===== config.mk =====
export PLATFORM = sky130hd
export DESIGN_NAME = jtkunio_romarb
export DESIGN_NICKNAME = d
export VERILOG_FILES = /design/src/rtl/jtkunio_romarb_pkg.sv /design/src/rtl/jtkunio_romarb_slot.sv /design/src/rtl/jtkunio_romarb.sv
export SDC_FILE = /design/constraint.sdc
export NUM_CORES = 1
export LEC_CHECK = 0
export CORE_MARGIN = 3
export CORE_UTILIZATION = 40
export DETAILED_ROUTE_END_ITERATION = 7
export PLACE_DENSITY = 0.83
export SYNTH_ARGS = -nofsm -noshare
export SYNTH_HDL_FRONTEND = slang
export SYNTH_SLANG_ARGS = --single-unit
export TNS_END_PERCENT = 50

===== constraint.sdc =====
create_clock -name clk -period 4.65 [get_ports clk]
set_clock_uncertainty 0.1 [all_clocks]
set_input_delay 1.395 -clock clk [delete_from_list [all_inputs] [get_ports clk]]
set_output_delay 1.395 -clock clk [all_outputs]
set_load 0.01 [all_outputs]

===== src/rtl/jtkunio_romarb_pkg.sv =====
// jtkunio_romarb_pkg: shared types and constants for the graphics ROM arbiter
package jtkunio_romarb_pkg;
    typedef enum logic [1:0] {IDLE, BUSY, GAP} state_t;
    typedef enum logic {REQ_A, REQ_B} req_t;
    localparam logic [7:0] WDOG_MAX = 8'd255;
endpackage


===== src/rtl/jtkunio_romarb_slot.sv =====
// jtkunio_romarb_slot: per-requester result register with address-matched ok
module jtkunio_romarb_slot #(
    parameter int AW = 18,
    parameter int DW = 32
) (
    input  logic          clk,
    input  logic          rst,
    input  logic          cs,
    input  logic [AW-1:0] addr,
    input  logic          ld,
    input  logic [AW-1:0] ld_tag,
    input  logic [DW-1:0] ld_data,
    output logic          ok,
    output logic [DW-1:0] data,
    output logic          pend
);
    logic [AW-1:0] tag;
    logic          valid;

    // ok is combinational so it falls in the very cycle the address moves
    assign ok   = cs & valid & (addr == tag);
    assign pend = cs & ~ok;

    always_ff @(posedge clk or posedge rst)
        if (rst) begin
            tag   <= '0;
            data  <= '0;
            valid <= 1'b0;
        end else begin
            valid <= cs & (ld | valid);
            if (ld) begin
                tag  <= ld_tag;
                data <= ld_data;
            end
        end
endmodule


===== src/rtl/jtkunio_romarb.sv =====
// jtkunio_romarb: round-robin sharing of one graphics ROM slot between two requesters
// Optional watchdog on stalled transfers: define JTKUNIO_ROMARB_WDOG_EN
module jtkunio_romarb
    import jtkunio_romarb_pkg::*;
#(
    parameter int AW = 18,
    parameter int DW = 32
) (
    input  logic          clk,
    input  logic          rst,
    input  logic          a_cs,
    input  logic [AW-1:0] a_addr,
    output logic          a_ok,
    output logic [DW-1:0] a_data,
    input  logic          b_cs,
    input  logic [AW-1:0] b_addr,
    output logic          b_ok,
    output logic [DW-1:0] b_data,
    output logic          rom_cs,
    output logic [AW-1:0] rom_addr,
    input  logic [DW-1:0] rom_data,
    input  logic          rom_ok,
    output logic          err
);
    state_t st;
    req_t   gnt, last;
    logic   pend_a, pend_b, pick_b, wd_to, ld_a, ld_b;

    assign ld_a   = (st == BUSY) & rom_ok & (gnt == REQ_A);
    assign ld_b   = (st == BUSY) & rom_ok & (gnt == REQ_B);
    assign pick_b = pend_b & (~pend_a | (last == REQ_A));

    jtkunio_romarb_slot #(.AW(AW), .DW(DW)) u_a (
        .clk(clk), .rst(rst), .cs(a_cs), .addr(a_addr), .ld(ld_a),
        .ld_tag(rom_addr), .ld_data(rom_data), .ok(a_ok), .data(a_data), .pend(pend_a)
    );

    jtkunio_romarb_slot #(.AW(AW), .DW(DW)) u_b (
        .clk(clk), .rst(rst), .cs(b_cs), .addr(b_addr), .ld(ld_b),
        .ld_tag(rom_addr), .ld_data(rom_data), .ok(b_ok), .data(b_data), .pend(pend_b)
    );

`ifdef JTKUNIO_ROMARB_WDOG_EN
    logic [7:0] cnt;
    assign wd_to = (st == BUSY) & ~rom_ok & (cnt == WDOG_MAX);
    always_ff @(posedge clk or posedge rst)
        if (rst) begin
            cnt <= '0;
            err <= 1'b0;
        end else begin
            cnt <= (st == BUSY) ? cnt + 8'd1 : 8'd0;
            if (wd_to) err <= 1'b1;
        end
`else
    assign wd_to = 1'b0;
    assign err   = 1'b0;
`endif

    // a transfer in flight always finishes; GAP gives the controller a fresh cs edge
    always_ff @(posedge clk or posedge rst)
        if (rst) begin
            st       <= IDLE;
            gnt      <= REQ_A;
            last     <= REQ_B;
            rom_cs   <= 1'b0;
            rom_addr <= '0;
        end else begin
            case (st)
                IDLE: if (pend_a | pend_b) begin
                    gnt      <= pick_b ? REQ_B : REQ_A;
                    rom_addr <= pick_b ? b_addr : a_addr;
                    rom_cs   <= 1'b1;
                    st       <= BUSY;
                end
                BUSY: if (rom_ok | wd_to) begin
                    rom_cs <= 1'b0;
                    last   <= gnt;
                    st     <= GAP;
                end
                default: st <= IDLE;
            endcase
        end
endmodule


==> Word-level counts from Yosys, hierarchy flattened <==
Index checks and enable logic that the tools add are counted.
{ "totals": {"reg_bits": 125, "in_bits": 73, "out_inout_bits": 86, "wordCells": 51} }
{ "op_classes": {"n_eq_ne": 5, "mux": 8, "bitwise": 21, "n_reduce_logical": 6} }
{ "op_table": {"columns": ["cell", "count"], "rows": [
  ["18-bit equality test", 2],
  ["18-bit 2-to-1 mux", 1],
  ["1-bit AND", 12],
  ["2-bit AND reduction", 3],
  ["1-bit NOT", 5],
  ["2-bit 2-to-1 mux", 2],
  ["2-bit inequality test, second input constant", 2],
  ["1-bit OR", 4],
  ["2-bit one-hot mux with 2 select lines", 1],
  ["1-bit 2-to-1 mux", 3],
  ["3-bit AND reduction", 1],
  ["2-bit by 1-bit equality test with 1-bit output, second input constant", 1],
  ["2-bit zero test", 1],
  ["1-bit one-hot mux with 2 select lines", 1],
  ["2-bit nonzero test", 1]
]} }

==> Logic depth before layout (Yosys ltp) <==
Gate-level depths: netlist (run 1).
{ "depth": {"ltp_word": 8, "depth_mapped": 8, "depth_no_buf": 6} }

==> Modules after synthesis <==
Synthesis (run 1) repeated with hierarchy kept, for this count alone.
{ "unflattened": {"hier_cells": 349, "area_unflattened_um2": 5365.1} }
{ "modules_own_cells": {"columns": ["module", "instances", "cells_per_inst", "area_each_um2", "seq_area_each_um2"], "rows": [
  ["jtkunio_romarb_slot", 2, 135, 2089.5, 1276.2],
  ["jtkunio_romarb", 1, 79, 1186.1, 576.8]
]} }

==> Worst setup path after synthesis (run 1) <==
OpenSTA, ideal clock, no wires.
{ "synth_timing": {"path_type": "input-to-output", "start": "input port a_addr[7]", "end": "output port a_ok", "arrival_ns": 2.271, "t_required_ns": 3.155, "setup_slack_ns": 0.884, "cell_stages": 4, "path_buffers": 0, "path_cell_list": "xor2_1 nor4_2 nand2_1 nor3_1"} }
{ "synth_between": {"elab_chain_cells": 2} }
{ "synth_rtl": {"columns": ["element", "line_no", "rtl"], "rows": [
  ["from (decl)", "jtkunio_romarb.sv:12", "input logic [AW-1:0] a_addr,"],
  ["18-bit equality test", "jtkunio_romarb_slot.sv:21", "assign ok = cs & valid & (addr == tag);"],
  ["1-bit AND", "jtkunio_romarb_slot.sv:21", null],
  ["to (decl)", "jtkunio_romarb.sv:13", "output logic a_ok,"]
]} }
Every way passes these cells.

==> Worst setup path after layout (run 1) <==
{ "layout_timing": {"start": "input port a_addr[9]", "end": "output port a_ok"} }
Same word-level chain as after synthesis.

==> qor.txt, run 1 <==
RUN STATUS
------------------------------------------------------------------------------------
Result of the run                                                          completed

WORST SETUP PATH
------------------------------------------------------------------------------------
Setup slack of the worst register-to-register path                           2.04 ns
Worst Path Max Fanout                                                              2
Start-to-end type of the worst setup path                                  in -> out
Buffers plus inverters on the worst setup path                                     2
Crit path arrival time                                                       3.08 ns
Startpoint class of the critical path                                   primary input
Worst stage delay on the critical path                                       0.45 ns
Family with the most delay on the worst path                            simple AND/OR/NAND/NOR gates
CP Capture Type                                                          output port
Cell with the largest stage delay on the worst path                     clkdlybuf4s50_1
Critical path, cell by cell                                             clkdlybuf4s50_1 > xor2_1 > nor4_2 > nand2_1 > nor3_2 > dlygate4sd2_1
Data required, critical path                                                 3.15 ns

FINAL LAYOUT
------------------------------------------------------------------------------------
Fill count                                                                      1019
Layout Nets                                                                      657
Commonest non-fill, non-tap cell in the layout                          clkdlybuf4s50_1
Layout area overhead                                                           45.9%
Antenna diode count                                                                0
Non-filler cells, final                                                          769
Share of cells above drive strength 1                                          26.5%
Core occupancy in the finished layout                                          60.9%
Commonest cells after routing, fill and taps aside                      clkdlybuf4s50_1, dfrtp_1, mux2_2

PLACEMENT
------------------------------------------------------------------------------------
Instance count after placement with tap cells included                           737
Weighted congestion at the end of routability-driven global placement          0.905
DP HPWL                                                                     10800 um
Port bufs                                                                        157

FLOW RUN
------------------------------------------------------------------------------------
Number of max-cap violations                                                       0

POWER AND IR DROP
------------------------------------------------------------------------------------
VDD IR max                                                                0.000455 V
Overall power consumption                                                  0.00567 W
PD cells                                                                 720 mW/mm^2
Leak pwr                                                                     3.22 nW

GLOBAL ROUTE
------------------------------------------------------------------------------------
Maximum number of pins on one net before global-route repair                     126
Grt ovf                                                                            0
Vias in the first global route                                                  4650
Wire length of the first global-routing pass                                24600 um
Initial antenna violation count                                                    0
Total track usage                                                              21.8%

ROUTE
------------------------------------------------------------------------------------
Count of TritonRoute iterations in the first routing pass                          5
Average routed wire per standard cell                                        20.2 um
Total Routed Length                                                         15500 um
Final ANT Viol Nets                                                                0
Drt drc                                                                            0
Via total after detailed routing                                                4183
Drt via density                                                                 5.44
Initial drt markers                                                              197

STA
------------------------------------------------------------------------------------
Tcrit/Tclk final                                                               98.3%
Transition time at the pin with the least slew margin                       0.878 ns
Number of failing hold endpoints at the final stage                                0
Worst-case headroom to the max-slew limit                                      41.4%
Sum Neg Setup Slack                                                             0 ns
Max-slew violations                                                                0
Final number of setup-violating endpoints                                          0
Maximum frequency from static timing analysis                                219 MHz
Unrepaired setup endpoints after global routing                                   no
Min Clock Period, post-route                                                 4.57 ns

SYNTH
------------------------------------------------------------------------------------
Post-synth top area share                                                      57.4%
Syn Inst Count                                                                   410
Total standard cell area after synthesis                                0.00540 mm^2
Top flip-flop cell by instance count after synthesis                         dfrtp_1
Post-Synthesis Net Count                                                         483
Number of enable-type register cells in the synthesized netlist                    0
Unique masters post-synth                                                         37
Sequential cell area fraction in the yosys report                              57.9%
Async set-or-reset flop fraction in the synthesized netlist                     100%
Number of storage elements in the synthesis netlist                              125
YS warnings                                                                        0
Synth area leader                                                            dfrtp_1
Average cell area after synthesis                                          13.2 um^2
Leading post-synthesis cells by cell area                               dfrtp_1, mux2_2, xor2_1

DIE
------------------------------------------------------------------------------------
Horizontal extent of the die                                                  122 um
Initial Util                                                                   41.8%
DIE HEIGHT                                                                    122 um
Die Outline Area                                                         0.0149 mm^2
Io pins                                                                          159
Row count                                                                         41
Core Footprint                                                           0.0129 mm^2

CTS
------------------------------------------------------------------------------------
Clock latency on the worst-skew pair                                         0.41 ns
Worst-case clock buffer depth                                                      2
Number of buffers inserted by post-CTS setup repair                                0
Sinks on Clock Net                                                               125
Clock-pin transition on the worst setup and hold timing paths                0.05 ns
CTS tree                                                                         yes
CTS H-tree depth                                                                   4
Number of buffers inserted during clock tree synthesis                            17
Number of buffers added to fix hold violations after cts                           0
Clock root cell                                                            clkbuf_16

WORST HOLD PATH
------------------------------------------------------------------------------------
Hold Path Class                                                           reg -> reg

logic make-up after synthesis:
logic type             after synthesis  share of synthesized area, %
buffers and inverters               25                          2.06
AO/OA/AOI/OAI                       46                          5.37
AND/OR/NAND/NOR                     77                          7.88
multiplexers                       100                          20.8
XOR/XNOR                            36                          5.84
other                                1                        0.0694
flip-flops                         125                          57.9
timing repair:
action                     4_1_cts  5_1_grt
hold endpoints to repair         0        0
gates resized for setup          4        0
setup endpoints to repair        2        0
path summary, 6_finish.rpt:
path	start	to	cells after the start
setup / recovery	a_addr[9]	a_ok	6
hold / removal	rom_cs	rom_cs	1
setup reg to reg	u_a.tag[9]	rom_addr[2]	7
hold reg to reg	rom_cs	rom_cs	1
max in group asynchronous	rst	rom_addr[5]	3
min in group asynchronous	rst	u_b.data[4]	3
flip-flops by register name, indices dropped and copies added, names as in the netlist:
register   count
u_b.data      32
u_b.tag       18
u_a.tag       18
u_b.valid      1
last           1
u_a.valid      1
st             2
gnt            1
u_a.data      32
rom_cs         1
rom_addr      18
per-layer routing:
layer,vias up,global-route usage (%),routed length (um)
li1,1829,-,-
met1,2094,25.7,5870
met2,218,34.3,7570
met3,42,9.52,1580
met4,0,10.4,498
met5,-,0,0
synthesized netlist by cell type, types with 3 or more instances:
cell      instances
buf_1             5
nor3_1           21
nor2_1            3
nor4_1           12
mux2_2          100
a21oi_1           3
a31oi_1          18
inv_1             3
buf_2             3
o21ai_1           5
dfrtp_1         124
nand2_1           9
clkbuf_1         10
o21ai_0          14
xor2_1           35
nand3_1          19
power by group:
group	internal, W	switching, W	leakage, nW
Sequential	0.00165	0.000377	1.46
Combinational	0.00135	0.000992	1.47
Clock	0.000841	0.000458	0.291
per-stage QoR:
step / hold WS [ns] / area (um^2) / setup WS (ns)
after floorplan: 0.364 / 5410 / 0.884
after global placement: 0.370 / 7290 / -0.168
after detailed placement: 0.370 / 7290 / -0.218
after CTS: 0.396 / 7880 / 0.107
after global routing: 0.416 / 7880 / 0.0182
final: 0.393 / 7880 / 0.0770
cell type report:
class | instances | area, um^2 | share of cell area [%]
flip-flops and latches | 125 | 3130 | 39.7
inverters | 3 | 15.0 | 0.191
multi-input cells | 260 | 2180 | 27.7
repair buffers | 177 | 1760 | 22.3
well taps | 172 | 215 | 2.73
clock buffers | 25 | 495 | 6.29
clock inverters | 7 | 85.1 | 1.08
Power figures use the tool's default switching activity.
==> inputs of run 2 (changes only) <==
CORE_UTILIZATION = 30   (was 40)
CTS_CLUSTER_SIZE = 16   (was default)
MAX_ROUTING_LAYER = met4   (was default)
PLACE_DENSITY = 0.68   (was 0.83)
==> run 2 against run 1 <==
Maximum frequency is essentially flat. Sequential power is essentially flat. Final cell count grew 6.9%. Global-route usage down 5.1 points. Non-clock buffer count is 1 higher. Final area up 1.8%. Total power grew 2.0%. Routed wire length up 1.7%. Largest power group unchanged. Highest routed layer unchanged.
==> qor.txt, run 2 (same netlist as run 1, synthesis figures left out) <==
WORST SETUP PATH
------------------------------------------------------------------------------------
Number of cell instances on the worst register-to-register path                    8   was 7
Worst Setup SP                                                            a_addr[17]   was a_addr[9]
Start-to-end type of the worst setup path                                  in -> out   unchanged
Crit path arrival time                                                       3.08 ns   about the same
Reg-to-reg critical path endpoint                                        rom_addr[6]   was rom_addr[2]
Setup slack of the worst register-to-register path                           2.09 ns   was 2.04 ns
Cell with the largest stage delay on the worst path                     clkdlybuf4s50_1   unchanged
Critical path, cell by cell                                             clkdlybuf4s50_1 > xor2_1 > nor4_1 > nand2_1 > nor3_2 > dlygate4sd2_1   was clkdlybuf4s50_1 > xor2_1 > nor4_2 > nand2_1 > nor3_2 > dlygate4sd2_1
Worst stage delay on the critical path                                       0.45 ns   about the same
Count of cell instances traversed by the critical path                             6   unchanged
Buffers plus inverters on the worst setup path                                     2   unchanged
Worst Path Max Fanout                                                              3   was 2
Startpoint class of the critical path                                   primary input   unchanged
CP Capture Type                                                          output port   unchanged
Critical path capture point                                                     a_ok   unchanged
Family with the most delay on the worst path                            simple AND/OR/NAND/NOR gates   unchanged
Critical register-to-register path startpoint                             u_a.tag[8]   was u_a.tag[9]
Data required, critical path                                                 3.15 ns   about the same

STA
------------------------------------------------------------------------------------
Number of failing hold endpoints at the final stage                                0   unchanged
Min Clock Period, post-route                                                 4.58 ns   was 4.57 ns
Tcrit/Tclk final                                                               98.4%   was 98.3%
Unrepaired setup endpoints after global routing                                   no   unchanged
Maximum frequency from static timing analysis                                218 MHz   was 219 MHz
Worst hold margin                                                           0.389 ns   was 0.393 ns
Sum Neg Setup Slack                                                             0 ns   unchanged
Transition time at the pin with the least slew margin                       0.899 ns   was 0.878 ns
Final number of setup-violating endpoints                                          0   unchanged
Worst-case headroom to the max-slew limit                                      40.1%   was 41.4%
Max-slew violations                                                                0   unchanged

ROUTE
------------------------------------------------------------------------------------
Count of TritonRoute iterations in the first routing pass                          4   was 5
Total Routed Length                                                         15800 um   was 15500 um
Via total after detailed routing                                                4128   was 4183
Initial drt markers                                                              191   was 197
Drt via density                                                                 5.02   was 5.44
Average routed wire per standard cell                                        19.2 um   was 20.2 um
Final ANT Viol Nets                                                                0   unchanged
Drt drc                                                                            0   unchanged

FINAL LAYOUT
------------------------------------------------------------------------------------
Commonest cells after routing, fill and taps aside                      clkdlybuf4s50_1, dfrtp_1, mux2_2   unchanged
Layout Nets                                                                      658   was 657
Summed area of non-filler cells in the final layout                     0.00802 mm^2   was 0.00788 mm^2
Share of cells above drive strength 1                                          27.0%   was 26.5%
Layout area overhead                                                           48.4%   was 45.9%
Commonest non-fill, non-tap cell in the layout                          clkdlybuf4s50_1   unchanged
Non-filler cells, final                                                          822   was 769
Largest registers ranked by flip-flop count                             u_a.data x32, u_b.data x32   unchanged

POWER AND IR DROP
------------------------------------------------------------------------------------
Overall power consumption                                                  0.00578 W   was 0.00567 W
Leak pwr                                                                     3.25 nW   was 3.22 nW
PD cells                                                                 721 mW/mm^2   was 720 mW/mm^2
VDD IR max                                                                0.000332 V   was 0.000455 V

RUN STATUS
------------------------------------------------------------------------------------
Result of the run                                                          completed   unchanged

FLOW RUN
------------------------------------------------------------------------------------
Number of max-cap violations                                                       0   unchanged

DIE
------------------------------------------------------------------------------------
Core Footprint                                                           0.0175 mm^2   was 0.0129 mm^2
Initial Util                                                                   30.9%   was 41.8%
DIE HEIGHT                                                                    140 um   was 122 um
Row count                                                                         48   was 41
Horizontal extent of the die                                                  140 um   was 122 um
Io pins                                                                          159   unchanged
Die Outline Area                                                         0.0197 mm^2   was 0.0149 mm^2

CTS
------------------------------------------------------------------------------------
CTS tree                                                                         yes   unchanged
Number of buffers inserted during clock tree synthesis                            17   unchanged
Clock-pin transition on the worst setup and hold timing paths                0.06 ns   was 0.05 ns
Number of buffers added to fix hold violations after cts                           0   unchanged
Worst-case clock buffer depth                                                      2   unchanged
Clock latency on the worst-skew pair                                         0.41 ns   about the same
Sinks on Clock Net                                                               125   unchanged
CTS H-tree depth                                                                   4   unchanged
Number of buffers inserted by post-CTS setup repair                                0   unchanged
Clock root cell                                                            clkbuf_16   unchanged

PLACEMENT
------------------------------------------------------------------------------------
Post-place instance area                                                0.00736 mm^2   was 0.00729 mm^2
Port bufs                                                                        157   unchanged
DP HPWL                                                                     10900 um   was 10800 um
Instance count after placement with tap cells included                           791   was 737
Weighted congestion at the end of routability-driven global placement          0.953   was 0.905

GLOBAL ROUTE
------------------------------------------------------------------------------------
Vias in the first global route                                                  4620   was 4650
Total track usage                                                              16.7%   was 21.8%
Initial antenna violation count                                                    1   was 0
Maximum number of pins on one net before global-route repair                      61   was 126
Grt ovf                                                                            0   unchanged
Wire length of the first global-routing pass                                25000 um   was 24600 um

WORST HOLD PATH
------------------------------------------------------------------------------------
Hold Path Class                                                           reg -> reg   unchanged

## run 2: what timing repair did
| item | in CTS | in global routing |
|---|---|---|
| gates resized for setup | 4 | 3 |
| pin swaps | 1 | 3 |
| endpoints found under the setup margin | 2 | 1 |
## run 2: worst min path at each step
stage / from / end / slack, ns / depth (start not counted)
finish: u_a.valid / u_a.valid / 0.39 / 1
global route: u_b.data[20] / u_b.data[20] / 0.42 / 1
CTS: u_a.valid / u_a.valid / 0.39 / 1
detailed placement: rom_cs / rom_cs / 0.37 / 1
global placement: rom_cs / rom_cs / 0.37 / 1
floorplan: u_a.valid / u_a.valid / 0.36 / 1
## run 2: stage by stage
step | worst slack [ns] | util [%]
floorplan | 0.884 | -
global placement | -0.187 | 42.1
detailed placement | -0.236 | 42.1
CTS | -0.109 | 45.8
global route | 0.0310 | 45.9
finish | 0.0731 | 45.9
## run 2: layout make-up
class	instances	area (um^2)
clock inverters	6	133
well taps	225	282
flip-flops and latches	125	3130
multi-input cells	260	2200
clock buffers	24	492
inverters	3	15.0
repair buffers	178	1770
diodes	1	2.50
fillers	1568	9460
## run 2: per-layer routing
layer	GRT usage, %	routed length [um]
met1	20.4	6620
met2	26.0	7650
met3	5.80	1160
met4	5.66	341
met5	-	0
## run 2: power by group
part | leakage, nW | internal [W] | switching [W] | total (W)
Combinational | 1.49 | 0.00135 | 0.00101 | 0.00236
Clock | 0.302 | 0.000947 | 0.000462 | 0.00141
Sequential | 1.46 | 0.00165 | 0.000369 | 0.00202
Total | 3.25 | 0.00395 | 0.00184 | 0.00578
==> inputs of run 3 (changes only) <==
GPL_ROUTABILITY_DRIVEN = 0   (was default)
==> results of run 3 <==
The final DEF is identical to that of run 2; final timing and power are the same.
